<file path="src/rtl/state_dump_sequencer.sv">
// Post-run state dump for the single-cycle machine: streams a PC trace while running,
// then freezes the machine and serialises the register file and a data-memory window.
module state_dump_sequencer #(
    parameter int          TIMEOUT_CYCLES = 64,
    parameter int          NUM_REGS       = 32,
    parameter logic [31:0] MEM_BASE       = 32'h0000_4000,
    parameter int          MEM_BYTES      = 4
) (
    input  logic        clk,
    input  logic        reset,
    input  logic [31:0] pc,
    input  logic [31:0] inst,
    output logic [4:0]  rf_addr,
    input  logic [31:0] rf_data,
    output logic [31:0] mem_addr,
    input  logic [7:0]  mem_data,
    output logic        freeze,
    output logic        out_valid,
    input  logic        out_ready,
    output logic [1:0]  out_kind,
    output logic [31:0] out_data,
    output logic [1:0]  halt_cause,
    output logic        overflow,
    output logic        done
);

    localparam int CW      = $clog2(TIMEOUT_CYCLES) + 1;
    localparam int IDX_MAX = (NUM_REGS > MEM_BYTES) ? NUM_REGS : MEM_BYTES;
    localparam int IW      = $clog2(IDX_MAX) + 1;

    typedef enum logic [1:0] {
        RUN      = 2'd0,
        DUMP_REG = 2'd1,
        DUMP_MEM = 2'd2,
        DONE     = 2'd3
    } state_t;

    state_t          state_r;
    state_t          next_state_s;
    logic [CW-1:0]   cyc_r;
    logic [IW-1:0]   idx_r;
    logic [1:0]      halt_cause_r;
    logic            overflow_r;
    logic            done_r;

    logic            inst0_s;
    logic            timeout_s;
    logic            halt_s;
    logic            valid_s;
    logic            freeze_s;
    logic [1:0]      kind_s;
    logic [31:0]     data_s;
    logic            last_reg_s;
    logic            last_mem_s;

    assign inst0_s    = (inst == 32'h0000_0000);
    assign timeout_s  = (cyc_r == CW'(TIMEOUT_CYCLES - 1));
    assign last_reg_s = (idx_r == IW'(NUM_REGS - 1));
    assign last_mem_s = (idx_r == IW'(MEM_BYTES - 1));

    // State register.
    always_ff @(posedge clk) begin
        if (reset) begin
            state_r <= RUN;
        end else begin
            state_r <= next_state_s;
        end
    end

    // Next-state decode and per-state record/address selection.
    always_comb begin
        next_state_s = state_r;
        halt_s       = 1'b0;
        valid_s      = 1'b0;
        freeze_s     = 1'b0;
        kind_s       = 2'd0;
        data_s       = 32'h0000_0000;
        rf_addr      = 5'd0;
        mem_addr     = MEM_BASE;
        case (state_r)
            RUN: begin
                valid_s = 1'b1;
                kind_s  = 2'd0;
                data_s  = pc;
                if (inst0_s || timeout_s) begin
                    halt_s       = 1'b1;
                    next_state_s = DUMP_REG;
                end else begin
                    next_state_s = RUN;
                end
            end
            DUMP_REG: begin
                freeze_s = 1'b1;
                valid_s  = 1'b1;
                kind_s   = 2'd1;
                rf_addr  = 5'(idx_r);
                data_s   = rf_data;
                if (out_ready && last_reg_s) begin
                    next_state_s = DUMP_MEM;
                end else begin
                    next_state_s = DUMP_REG;
                end
            end
            DUMP_MEM: begin
                freeze_s = 1'b1;
                valid_s  = 1'b1;
                kind_s   = 2'd2;
                mem_addr = MEM_BASE + 32'(idx_r);
                data_s   = {24'h00_0000, mem_data};
                if (out_ready && last_mem_s) begin
                    next_state_s = DONE;
                end else begin
                    next_state_s = DUMP_MEM;
                end
            end
            DONE: begin
                freeze_s     = 1'b1;
                next_state_s = DONE;
            end
            default: begin
                next_state_s = RUN;
            end
        endcase
    end

    // Counters and sticky status; the halting cycle still counts as a RUN edge.
    always_ff @(posedge clk) begin
        if (reset) begin
            cyc_r        <= '0;
            idx_r        <= '0;
            halt_cause_r <= 2'b00;
            overflow_r   <= 1'b0;
            done_r       <= 1'b0;
        end else begin
            case (state_r)
                RUN: begin
                    cyc_r <= cyc_r + CW'(1);
                    if (!out_ready) begin
                        overflow_r <= 1'b1;
                    end
                    if (halt_s) begin
                        halt_cause_r <= {timeout_s, inst0_s};
                        idx_r        <= '0;
                    end
                end
                DUMP_REG: begin
                    if (out_ready) begin
                        idx_r <= last_reg_s ? '0 : idx_r + IW'(1);
                    end
                end
                DUMP_MEM: begin
                    if (out_ready) begin
                        if (last_mem_s) begin
                            done_r <= 1'b1;
                        end else begin
                            idx_r <= idx_r + IW'(1);
                        end
                    end
                end
                DONE: begin
                    done_r <= 1'b1;
                end
                default: begin
                    idx_r <= '0;
                end
            endcase
        end
    end

    // Reset overrides the stream and the machine hold immediately, not a cycle later.
    assign out_valid  = valid_s & ~reset;
    assign freeze     = freeze_s & ~reset;
    assign out_kind   = out_valid ? kind_s : 2'd0;
    assign out_data   = out_valid ? data_s : 32'h0000_0000;
    assign halt_cause = halt_cause_r;
    assign overflow   = overflow_r;
    assign done       = done_r;

endmodule

</file>
<file path="config.mk">
export PLATFORM = sky130hd
export DESIGN_NAME = state_dump_sequencer
export DESIGN_NICKNAME = d
export VERILOG_FILES = /design/src/rtl/state_dump_sequencer.sv
export SDC_FILE = /design/constraint.sdc
export NUM_CORES = 1
export LEC_CHECK = 0
export ABC_CLOCK_PERIOD_IN_PS = 3600
export BUFFER_PORTS_ARGS = -buffer_cell sky130_fd_sc_hd__buf_2
export CORE_MARGIN = 5
export CORE_UTILIZATION = 38
export CTS_CLUSTER_SIZE = 14
export DETAILED_ROUTE_END_ITERATION = 7
export GPL_TIMING_DRIVEN = 0
export HOLD_SLACK_MARGIN = 0.15
export PLACE_DENSITY = 0.86
export SLEW_MARGIN = 10
export SYNTH_ARGS = -nofsm -noshare
export SYNTH_HDL_FRONTEND = slang
export SYNTH_SLANG_ARGS = --single-unit
</file>
<file path="constraint.sdc">
create_clock -name clk -period 3.6 [get_ports clk]
set_clock_uncertainty 0.1 [all_clocks]
set_input_delay 0.36 -clock clk [delete_from_list [all_inputs] [get_ports clk]]
set_output_delay 0.36 -clock clk [all_outputs]
set_load 0.005 [all_outputs]
</file>
After elaboration in Yosys (flattened, before gate mapping)
Index checks and enable logic that the tools add are counted.

$add $sub $neg: 3. Multipliers: 0. Divide/modulo/power cells: 0. $lt $le $gt $ge: 0. Equality and inequality tests: 11. Shift-type cells: 0. Multiplexer cells: 23. Bitwise gates (word level): 4. Reductions and logical operators: 13.

Operator list (number): case mux 32 bit (3 select lines) (1); zero test 32 bit (1); 2-to-1 mux 32 bit (1); 2-to-1 mux 6 bit (5); case mux 6 bit (3 select lines) (1); adder 15 x 6 -> 16 bit (first input constant) (1); 2-to-1 mux 16 bit (1); != test 2 bit (second input constant) (5); 2-to-1 mux 1 bit (8); case mux 2 bit (4 select lines) (1); adder 7 x 1 -> 7 bit (second input constant) (1); equality test 7 x 6 -> 1 bit (second input constant) (1); adder 6 x 1 -> 6 bit (second input constant) (1); equality test 6 x 2 -> 1 bit (second input constant) (1); equality test 6 x 5 -> 1 bit (second input constant) (1); OR reduction 3 bit (2); 2-to-1 mux 5 bit (1); AND reduction 5 bit (1); equality test 2 bit (second input constant) (2); 2-to-1 mux 2 bit (2); case mux 2 bit (2 select lines) (1); AND reduction 2 bit (2); AND reduction 3 bit (1); nonzero test 3 bit (1); 8 further kinds (11).

Flip-flop bits (word level): 19. Latch bits: 0. Bits in writable memories: 0. Bits in read-only memories: 0. Bits of input ports: 107. Output and inout bits: 77. Logic and storage cells: 60. Memories kept: 0.

Longest topological paths before layout
Gate-level depths: netlist of run 1.

Depth after elaboration: 6. Gate-level depth with buffers: 8. Gate-level depth less buffers: 7.

Least setup slack after synthesis of run 1
OpenSTA, ideal clock, no wires.

Kind: reg2reg. Start: reg state_r[1]. End: reg idx_r[1]. Setup time: 0.070 ns. Arrival: 1.810 ns. Data required time: 3.430 ns. Setup slack: 1.619 ns. Stages on the path, launching flop included: 8. Buffers on the path: 1. Clock period less this slack: 1.981 ns. Cell sequence: dfxtp_1 > inv_1 > ha_1 > buf_6 > o21ba_1 > a211o_1 > or4b_1 > a21oi_1.

Longest elaborated chain between the ends: 4. Elaborated cells on any way between the ends: 11. Those cells by class: eq/ne: 6; mux: 2; reduce/logical: 3.

Ends and longest elaborated chain: from (decl) (RTL line 38) `state_t state_r;`; from (signal assigned) (RTL line 66) `state_r <= next_state_s;`; zero test 2 bit (RTL line 80, 135); 2-to-1 mux 1 bit (RTL line 80) `case (state_r)`; != test 2 bit (no line); AND reduction 5 bit (no line); to (signal assigned) (RTL line 148) `idx_r <= last_reg_s ? '0 : idx_r + IW'(1);`; to (signal assigned) (RTL line 156) `idx_r <= idx_r + IW'(1);`; to (decl) (RTL line 41) `logic [IW-1:0] idx_r;`.

Parallel ways exist; a longest one is shown, timed or not. A chain may end at the register's enable or synchronous reset.

Worst setup path in the final report of run 1
Start: reg state_r[1]. End: out out_data[26].

Longest elaborated chain between the ends: 5. Elaborated cells on any way between the ends: 8. Those cells by class: eq/ne: 2; mux: 3; bitwise: 1; reduce/logical: 2.

Ends and longest elaborated chain: equality test 2 bit (tied with other cells) (RTL line 80); OR reduction 3 bit (no line); 2-to-1 mux 1 bit (RTL line 80); bitwise AND 1 bit (RTL line 171) `assign out_valid = valid_s & ~reset;`; 2-to-1 mux 32 bit (*) (RTL line 174) `assign out_data = out_valid ? data_s : 32'h0000_0000;`; to (decl) (RTL line 21) `output logic [31:0] out_data,`.

Mark *: on every way between the ends. The rest lies on a longest branch, timed or not.

==> results of run 1 <==
-- final cells by class --
class / count / area, um^2
clock inverters: 1 / 5.005
plain buffers: 44 / 270.3
flip-flops and latches: 19 / 380.4
inverters: 5 / 18.77
repair buffers: 157 / 785.8
fillers: 408 / 1674
clock buffers: 3 / 41.29
multi-input cells: 200 / 1174
well taps: 52 / 65.06
-- flip-flops by register name, indices dropped and copies added (netlist names) --
name and count:
overflow 1, state_r 2, done 1, cyc_r 7, halt_cause 2, idx_r 6
-- path summary, 6_finish.rpt --
kind	slack (ns)	to
setup / recovery	0.99	out_data[26]
hold / removal	0.36	overflow
setup reg to reg	1.29	idx_r[5]
hold reg to reg	0.36	halt_cause[0]
-- power breakdown --
group | internal [uW] | total [uW] | switching, uW | leakage, uW
registers | 214 | 217 | 3.33 | 0.000154
clock network | 77.0 | 149 | 72.3 | 0.0000255
logic | 88.8 | 152 | 63.6 | 0.00137
-- cell usage in the layout, fill, tap and decap left out, types with 5 or more instances in the layout --
cell	n
buf_2	157
nor2_1	43
buf_4	26
conb_1	26
a22oi_1	24
dfxtp_1	19
clkbuf_1	16
a21oi_1	13
and2_1	11
o21ai_0	10
nor4_1	9
a222oi_1	8
nand2_1	7
ha_1	6
inv_1	5
nand3_1	5
-- routing by layer --
layer,global-route usage,part of all wire,up-vias
met5,0,0,-
met3,0.04051,0.097,15
met4,0.05574,0.019,0
li1,-,-,1211
met2,0.4023,0.52,137
met1,0.2510,0.37,1121
-- synthesized netlist by cell type (3+ instances only) --
master and number:
a22oi_1 24, inv_1 5, a222oi_1 8, and2_1 11, o21ai_0 10, dfxtp_1 19, xor2_1 3, nor2b_1 3
a21oi_1 13, nand3_1 5, ha_1 6, nand2_1 7, buf_4 26, nor2_1 43, clkbuf_1 16, nor4_1 9
nand4_1 4
-- logic make-up after synthesis --
kind of cell	count (synthesis)
compound gates	67
xor+xnor	4
fa+ha+maj	6
buf+inv	49
flops	19
mux	1
other cells	2
simple gates	96
-- stage by stage --
step                std cells  hold slack, ns    util  total power, uW  setup WS, ns
finish                    481          0.3592  0.6207            518.8        0.9869
global route              481          0.3603  0.6207            549.2        0.7996
CTS                       481          0.3569  0.6207            519.8         1.019
detailed placement        477          0.3497  0.6103            372.0         1.303
global placement          477          0.3404  0.6103            367.9         1.355
floorplan                 268          0.3527       -            287.0         1.619
-- critical path, stage by stage (launching register included) --
cell,delay (ns)
dfxtp_1,0.33
inv_1,0.08
ha_1,0.16
buf_6,0.12
clkbuf_1,0.36
buf_1,0.43
a22oi_1,0.19
nor2_1,0.11
buf_2,0.12
==> summary.txt, run 1 <==
Synthesis
  • Compound-Gate Fraction of Synth Area: 0.2691
  • Post-synthesis sequential area ratio: 0.2170
  • Most used DFF post-synth: dfxtp_1
  • Post-synth ARST share: 0
  • Post-Synth XOR/XNOR Area: 0.01999
  • Multiplexer share of the synthesized area: 0.005710
  • Synth Instances: 244
  • Top-area cell type share of the netlist area: 0.2170
  • Mapped cell area: 0.001753 mm^2
  • Largest family of logic cells by synthesized area: simple AND/OR/NAND/NOR gates
  • Adder-cell share of the synthesized area: 0.04283
  • Ys Warns: 0
  • Top cell type by total area after synthesis: dfxtp_1
  • Synth Area per Inst: 7.184 um^2
  • Ranking of synthesized cells by area: dfxtp_1, buf_4, a22oi_1, nor2_1, a222oi_1
  • Synthesis-stage register bit count: 19
  • Simple-Gate Fraction of Synth Area: 0.2762
  • Library cells used by synthesis: 41
  • Number of synthesized flops with an enable pin: 0

Layout
  • # diodes: 0
  • Area growth syn-to-layout: 56.32%
  • Final Cell Area: 0.002740 mm^2
  • Final nets: 543
  • Share of layout cells above drive strength 1: 0.4429

Placed design
  • Number of buffers added on ports: 157
  • Routability cong.: 0.8578
  • Detailed-placement wirelength estimate: 5924 um
  • Post-placement cell area: 0.002694 mm^2

Global route
  • Antenna violations before repair: 0
  • Number of global-route vias before repair: 2,330
  • Overall Global Routing Usage: 0.2163
  • Remaining global-route overflow: 0
  • First-pass GRT wire length: 11,100 um
  • Largest net degree at the start of global routing: 12

Clock tree
  • H-tree depth: 1
  • TritonCTS Buffers: 3
  • Worst-Skew Late Latency: 0.26 ns
  • Clock Root Buffer: clkbuf_8
  • Post-cts resize count: 0
  • Setup bufs post-CTS: 0
  • Clk sinks: 19
  • Hold_buf cts: 0
  • Clock transition at the registers of the reported paths: 0.07 ns
  • Clock tree buffer depth: 2
  • CTS tree: done

Die
  • Core Area: 0.004414 mm^2
  • Die boundary height: 77.92 um
  • Std cell rows: 24
  • Die area: 0.006072 mm^2
  • Die W: 77.92 um
  • Num ports: 184
  • Initial core utilization: 0.3971

Timing
  • Final Hold Fails: 0
  • Relative slew slack: 0.5446
  • Count of final setup violators: 0
  • Crit share post-route: 0.7259
  • Worst-Margin Slew: 0.6744 ns
  • FMAX: 382.7 MHz
  • Slew Viols, Final: 0
  • Final min period: 2.613 ns
  • Post-Route Setup TNS: 0 ns
  • RSZ-0062 raised after global routing: no

Routing
  • Wire length per cell: 14.59 um
  • Routed wire length: 7017 um
  • DRC Markers: 0
  • DR vias/cell: 5.164
  • Routed Antenna Nets: 0
  • Routed vias: 2,484
  • DRT iter0 DRCs: 113
  • Pre-antenna DRT Iters: 5

Run status
  • Status: complete, no violations

Worst setup path
  • Reg2reg path depth: 7
  • Critical Path End Type: output port
  • Setup crit start kind: flop
  • Reg2reg start: state_r[0]
  • Crit path from: state_r[1]
  • Arr. time, crit path: 2.15 ns
  • WS Path Type: flop to output port
  • Critical Path Fanout Max: 10
  • Req. time, crit path: 3.14 ns

Job
  • MaxCap Viol Count: 0

Worst hold path
  • Hold path depth: 4
  • Worst hold path class: input port to flop
  • Hold Crit Start: out_ready

Power and ir drop
  • Power Dens Cells: 189.3 mW/mm^2
  • Reported leakage power: 0.001548 uW
  • Peak supply drop: 0.1242 mV
Note: power is estimated with default switching activity, not from simulation.
==> run 2: changes to the inputs <==
--- a/config.mk
+++ b/config.mk
@@ -5,15 +5,16 @@
 export SDC_FILE = /design/constraint.sdc
 export NUM_CORES = 1
 export LEC_CHECK = 0
-export ABC_CLOCK_PERIOD_IN_PS = 3600
+export ABC_AREA = 1
+export ABC_CLOCK_PERIOD_IN_PS = 2100
 export BUFFER_PORTS_ARGS = -buffer_cell sky130_fd_sc_hd__buf_2
 export CORE_MARGIN = 5
-export CORE_UTILIZATION = 38
+export CORE_UTILIZATION = 34
 export CTS_CLUSTER_SIZE = 14
 export DETAILED_ROUTE_END_ITERATION = 7
 export GPL_TIMING_DRIVEN = 0
 export HOLD_SLACK_MARGIN = 0.15
-export PLACE_DENSITY = 0.86
+export PLACE_DENSITY = 0.77
 export SLEW_MARGIN = 10
 export SYNTH_ARGS = -nofsm -noshare
 export SYNTH_HDL_FRONTEND = slang
==> constraint.sdc (replaced) <==
create_clock -name clk -period 2.1 [get_ports clk]
set_clock_uncertainty 0.1 [all_clocks]
set_input_delay 0.21 -clock clk [delete_from_list [all_inputs] [get_ports clk]]
set_output_delay 0.21 -clock clk [all_outputs]
set_load 0.005 [all_outputs]
==> run 2 against run 1 <==
Effect of this change: worst setup slack got worse by 0.86 ns; cell count up 30%; global-route usage down 4.5 points; clock-buffer cell count stayed put; largest power group unchanged.
==> summary.txt, run 2 <==
Routing
  • Routed vias: 2,778 (+12%)
  • DRT iter0 DRCs: 139 (+23%)
  • Pre-antenna DRT Iters: 4 (-1)
  • Wire length per cell: 11.15 um (-24%)
  • DR vias/cell: 4.459 (-14%)
  • Routed Antenna Nets: 0 (unchanged)
  • Routed wire length: 6944 um (-1.0%)
  • DRC Markers: 0 (unchanged)

Synthesis
  • Library cells used by synthesis: 31 (-24%)
  • Post-synth ARST share: 0 (unchanged)
  • Most used DFF post-synth: dfxtp_1
  • Most frequent cell after synthesis: nand2_1
  • Top-area cell type share of the netlist area: 0.2353 (+0.01834)
  • Post-synthesis sequential area ratio: 0.1878 (-0.02922)
  • Number of synthesized flops with an enable pin: 0 (unchanged)
  • Commonest cells post-synth: nand2_1, nor2_1, a21oi_1, inv_1, buf_4
  • Synth Area per Inst: 5.565 um^2 (-23%)
  • Top cell type by total area after synthesis: nand2_1
  • Mapped cell area: 0.002026 mm^2 (+16%)
  • Ranking of synthesized cells by area: nand2_1, dfxtp_1, buf_4, a21oi_1, nor2_1
  • Synthesis-stage register bit count: 19 (unchanged)
  • Synth Instances: 364 (+49%)
  • Ys Warns: 0 (unchanged)

Clock tree
  • H-tree depth: 1 (unchanged)
  • Clock tree buffer depth: 2 (unchanged)
  • Clock transition at the registers of the reported paths: 0.07 ns (about the same)
  • Worst-Skew Late Latency: 0.26 ns (about the same)
  • TritonCTS Buffers: 3 (unchanged)
  • Clock Root Buffer: clkbuf_8
  • Hold_buf cts: 0 (unchanged)
  • CTS tree: done
  • Clk sinks: 19 (unchanged)

Global route
  • Largest net degree at the start of global routing: 12 (unchanged)
  • Number of global-route vias before repair: 2,649 (+14%)
  • Antenna violations before repair: 0 (unchanged)
  • First-pass GRT wire length: 10,960 um (-1.2%)
  • Remaining global-route overflow: 0 (unchanged)
  • Overall Global Routing Usage: 0.1713 (-0.04497)

Power and ir drop
  • Power Dens Cells: 294.2 mW/mm^2 (+55%)
  • Sw Share: 0.2737 (+0.005355)
  • Combinational share of power: 0.299 (+0.005)
  • Internal: 653.9 uW (+72%)
  • Reported leakage power: 0.001857 uW (+20%)
  • Seq pwr share: 0.412 (-0.006)
  • Clk pwr share: 0.289 (about the same)
  • Peak supply drop: 0.1998 mV (+61%)
  • Net load switching power: 246.4 uW (+77%)

Timing
  • WHS: 0.2043 ns (-0.1550 ns)
  • Count of final setup violators: 0 (unchanged)
  • Slew Viols, Final: 0 (unchanged)
  • Final min period: 1.969 ns
  • Crit share post-route: 0.9376
  • FMAX: 507.9 MHz
  • Final Hold Fails: 0 (unchanged)

Layout
  • Final Util: 0.5231 (-0.09765)
  • # diodes: 0 (unchanged)
  • Finished Layout Cells: 623 (+30%)
  • Commonest cells after routing, fill and taps aside: buf_2, nand2_1, nor2_1, inv_1, a21oi_1
  • Final Cell Area: 0.003060 mm^2 (+12%)
  • Biggest regs: cyc_r x7, idx_r x6
  • Share of layout cells above drive strength 1: 0.3978 (-0.04508)
  • Filler instances: 622 (+52%)
  • Max reg flops: 7 (unchanged)
  • Final nets: 662 (+22%)
  • Largest Register: cyc_r
  • Commonest non-fill, non-tap cell in the layout: buf_2
  • Area growth syn-to-layout: 51.08%

Die
  • Die W: 87.19 um (+12%)
  • Die area: 0.007601 mm^2 (+25%)
  • Core Area: 0.005851 mm^2 (+33%)
  • Std cell rows: 28 (+17%)
  • Die boundary height: 87.19 um (+12%)
  • Num ports: 184 (unchanged)
  • Initial core utilization: 0.3462 (-0.05087)

Job
  • MaxCap Viol Count: 0 (unchanged)

Worst hold path
  • Hold endpoint: state_r[1]
  • Worst hold path class: input port to flop
  • Hold path depth: 3 (-1)
  • Hold Crit Start: reset

Worst setup path
  • Worst reg2reg endpoint: idx_r[0]
  • R2R setup slack: 0.34 ns (-0.95 ns)
  • Arr. time, crit path: 1.66 ns (-0.49 ns)
  • Reg2reg start: state_r[0]
  • Req. time, crit path: 1.79 ns (-1.35 ns)
  • Reg2reg path depth: 10 (+3)
  • WS Path Type: flop to output port
  • Critical Path Fanout Max: 10 (unchanged)
  • Setup crit start kind: flop
  • Critical Path End Type: output port

Placed design
  • Dpl cells: 620 (+30%)
  • Routability cong.: 0.8382 (-2.3%)
  • Detailed-placement wirelength estimate: 5918 um (-0.11%)
  • Post-placement cell area: 0.002995 mm^2 (+11%)
  • Number of buffers added on ports: 157 (unchanged)

Run status
  • Status: complete, no violations
==> run 2: cell families (layout without fill, tap and decap cells) <==
family                   Yosys count  in the layout  share of synthesized area
buffers and inverters             84            244                     0.2199
AND/OR/NAND/NOR                  206            206                     0.4213
XOR/XNOR                           1              1                   0.004324
flip-flops                        19             19                     0.1878
other                              2             26                   0.003707
adder cells (fa/ha/maj)            6              6                    0.03706
AO/OA/AOI/OAI                     46             46                     0.1260
==> run 2: final cells by class <==
type / instances / area, um^2 / share of cell area
Timing Repair Buffer: 158 / 793.3 / 0.2592
Clock inverter: 1 / 5.005 / 0.001635
Tap cell: 75 / 93.84 / 0.03066
Inverter: 42 / 157.7 / 0.05151
Buffer: 40 / 294.0 / 0.09608
Sequential cell: 19 / 380.4 / 0.1243
Clock buffer: 3 / 41.29 / 0.01349
Multi-Input combinational cell: 285 / 1295 / 0.4231
==> run 2: layer usage <==
layer | up-vias | wire [um] | global-route usage
met2 | 127 | 3561 | 0.3168
met3 | 8 | 611 | 0.04068
li1 | 1440 | - | -
met1 | 1203 | 2707 | 0.1995
met5 | - | 0 | 0
met4 | 0 | 64 | 0.03487
==> run 2: metrics by stage <==
step,total power (uW),worst slack (ns),setup TNS [ns]
after CTS,906.8,0.02031,0
after detailed placement,643.3,0.2536,0
after global placement,638.7,0.2938,0
final,900.3,0.1310,0
after floorplan,501.0,0.5379,0
after global routing,956.7,-0.03023,-0.05129
==> run 2: worst max path at each step <==
| stage | startpoint | end | slack (ns) | cells after the start |
|---|---|---|---|---|
| 6_report | state_r[1] | out_data[30] | 0.13 | 7 |
| 5_1_grt | state_r[1] | out_data[30] | -0.03 | 7 |
| 4_1_cts | state_r[1] | out_data[30] | 0.02 | 7 |
| 3_5_place_dp | state_r[0] | out_data[30] | 0.25 | 6 |
| 3_3_place_gp | state_r[0] | out_data[26] | 0.29 | 6 |
| 2_1_floorplan | state_r[0] | idx_r[3] | 0.54 | 10 |
==> run 2: worst max-delay path, stage by stage (launching register included) <==
cell	delay (ns)
dfxtp_1	0.33
inv_1	0.09
ha_2	0.23
buf_4	0.19
clkbuf_4	0.21
nand2_1	0.07
a21oi_1	0.14
buf_2	0.13
==> run 2: what timing repair did <==
action | in CTS | in global routing
resized for setup | 2 | 13
endpoints found under the setup margin | 18 | 29
buffers inserted | 1 | 0
pin swaps | 1 | 0
==> run 2: power groups by stage <==
stage,registers [uW],clock network (uW),logic (uW)
after detailed placement,379,0,264
after global placement,379,0,260
after CTS,371,269,267
after global routing,372,280,305
final,371,260,269
after floorplan,379,0,122
==> run 3: changes to the inputs <==
--- a/config.mk
+++ b/config.mk
@@ -12,7 +12,6 @@
 export CORE_UTILIZATION = 34
 export CTS_CLUSTER_SIZE = 14
 export DETAILED_ROUTE_END_ITERATION = 7
-export GPL_TIMING_DRIVEN = 0
 export HOLD_SLACK_MARGIN = 0.15
 export PLACE_DENSITY = 0.77
 export SLEW_MARGIN = 10
==> run 3 against run 2 <==
Effect of this change: critical path depth is 2 lower; routed wire length decreased by 8.0%; register-to-register slack lost 0.07 ns; die area unchanged; combinational power is 15% lower; highest routed layer unchanged; fmax rose by 2.2%.
==> summary.txt, run 3 (synthesis results as in run 2) <==
Layout
  • Area growth syn-to-layout: 37.74%
  • Largest Register: cyc_r
  • Max reg flops: 7 (unchanged)
  • # diodes: 0 (unchanged)
  • Final Util: 0.4769 (-0.04619)
  • Filler instances: 625 (+0.48%)
  • Commonest cells after routing, fill and taps aside: buf_2, nand2_1, nor2_1, inv_1, a21oi_1
  • Biggest regs: cyc_r x7, idx_r x6
  • Commonest non-fill, non-tap cell in the layout: buf_2
  • Final nets: 625 (-5.6%)
  • Share of layout cells above drive strength 1: 0.3542 (-0.04360)

Worst hold path
  • Hold Crit Start: out_ready
  • Worst hold path class: input port to flop
  • Hold path depth: 3 (unchanged)
  • Hold endpoint: done

Worst setup path
  • Arr. time, crit path: 1.62 ns (-0.04 ns)
  • Req. time, crit path: 1.79 ns (about the same)
  • Reg2reg start: state_r[0]
  • Critical Path Fanout Max: 25 (+15)
  • Worst reg2reg endpoint: idx_r[3]
  • Reg2reg path depth: 9 (-1)
  • Setup crit start kind: flop
  • Critical Path End Type: output port
  • WS Path Type: flop to output port
  • R2R setup slack: 0.27 ns (-0.07 ns)

Power and ir drop
  • Peak supply drop: 0.3353 mV (+68%)
  • Reported leakage power: 0.001673 uW (-9.9%)
  • Power Dens Cells: 305.5 mW/mm^2 (+3.9%)
  • PnR Total Power: 852.5 uW (-5.3%)

Placed design
  • Detailed-placement wirelength estimate: 5300 um (-10%)
  • Number of buffers added on ports: 157 (unchanged)
  • Routability cong.: 0.8511 (+1.5%)
  • Place WS: 0.2883 ns (+0.03468 ns)

Timing
  • Final min period: 1.926 ns (-0.04281 ns)
  • FMAX: 519.2 MHz (+2.2%)
  • Post-Route Setup TNS: 0 ns (unchanged)
  • Count of final setup violators: 0 (unchanged)
  • RSZ-0062 raised after global routing: no
  • Setup WS post-layout: 0.1739 ns (+0.04281 ns)
  • Crit share post-route: 0.9172 (-0.02039)
  • WHS: 0.1726 ns (-0.03161 ns)
  • Final Hold Fails: 0 (unchanged)
  • Slew Viols, Final: 0 (unchanged)

Clock tree
  • H-tree depth: 1 (unchanged)
  • CTS tree: done
  • Clock transition at the registers of the reported paths: 0.07 ns (about the same)
  • Clk sinks: 19 (unchanged)
  • Worst-Skew Late Latency: 0.25 ns (about the same)
  • Clock tree buffer depth: 2 (unchanged)
  • TritonCTS Buffers: 3 (unchanged)
  • Clock Root Buffer: clkbuf_8
  • Setup bufs post-CTS: 0 (-1)

Routing
  • DR vias/cell: 4.382 (-1.7%)
  • Routed wire length: 6391 um (-8.0%)
  • DRT iter0 DRCs: 135 (-2.9%)
  • Routed vias: 2,568 (-7.6%)
  • Routed Antenna Nets: 0 (unchanged)
  • DRC Markers: 0 (unchanged)
  • Wire length per cell: 10.91 um (-2.2%)
  • Pre-antenna DRT Iters: 4 (unchanged)

Die
  • Die boundary height: 87.19 um (unchanged)
  • Num ports: 184 (unchanged)
  • Initial core utilization: 0.3462 (unchanged)
  • Std cell rows: 28 (unchanged)
  • Die area: 0.007601 mm^2 (unchanged)
  • Die W: 87.19 um (unchanged)
  • Core Area: 0.005851 mm^2 (unchanged)

Global route
  • Largest net degree at the start of global routing: 41 (+29)
  • Number of global-route vias before repair: 2,435 (-8.1%)
  • Antenna violations before repair: 0 (unchanged)
  • Remaining global-route overflow: 0 (unchanged)
  • First-pass GRT wire length: 10,110 um (-7.7%)
  • Overall Global Routing Usage: 0.1557 (-0.01561)

Run status
  • Status: complete, no violations

Job
  • MaxCap Viol Count: 0 (unchanged)
[run 3: cell count changes in the layout (fill, tap and decap cells not counted), sizes merged]
cell    change
buf        -30
clkbuf      -7
[run 3: cell type report]
type                    instances  area, um^2  area share
repair buffers                161       819.5      0.2937
multi-input cells             285        1290      0.4623
clock inverters                 1       5.005    0.001794
inverters                      42       160.2     0.05740
clock buffers                   3       41.29     0.01480
well taps                      75       93.84     0.03363
flip-flops and latches         19       380.4      0.1363
[run 3: critical path, stage by stage (launching register included)]
cell	delay, ns
dfxtp_1	0.33
ha_1	0.27
nor2_4	0.29
inv_4	0.17
a21oi_1	0.16
buf_2	0.13
[run 3: worst max path at each step]
stage,slack (ns),end,from
floorplan,0.54,idx_r[3],state_r[0]
global placement,0.37,idx_r[3],state_r[0]
detailed placement,0.29,idx_r[3],state_r[0]
CTS,0.09,out_data[20],state_r[0]
global route,0.03,out_data[21],state_r[0]
finish,0.17,out_data[20],state_r[0]
[run 3: what timing repair did]
action                     CTS  global route
hold buffers                 0             0
gates resized for setup      0             3
setup endpoints to repair    0            25
[run 3: power breakdown]
| group | internal [uW] | leakage, uW | switching, uW |
|---|---|---|---|
| sequential | 367 | 0.000154 | 5.24 |
| combinational | 122 | 0.00149 | 106 |
| clock | 132 | 0.0000255 | 121 |
| total | 620 | 0.00167 | 232 |
[run 3: metal layers]
metal | global-route usage | part of all wire | vias up
met5 | 0 | 0 | -
met4 | 0.02092 | 0.0074 | 0
met3 | 0.03122 | 0.072 | 6
met2 | 0.2754 | 0.51 | 87
met1 | 0.1994 | 0.41 | 1112
li1 | - | - | 1363
[run 3: through the flow]
step           area [um^2]  std cells
2_1_floorplan         2116        388
3_3_place_gp          2738        582
3_5_place_dp          2738        582
4_1_cts               2784        586
5_1_grt               2790        586
6_report              2790        586
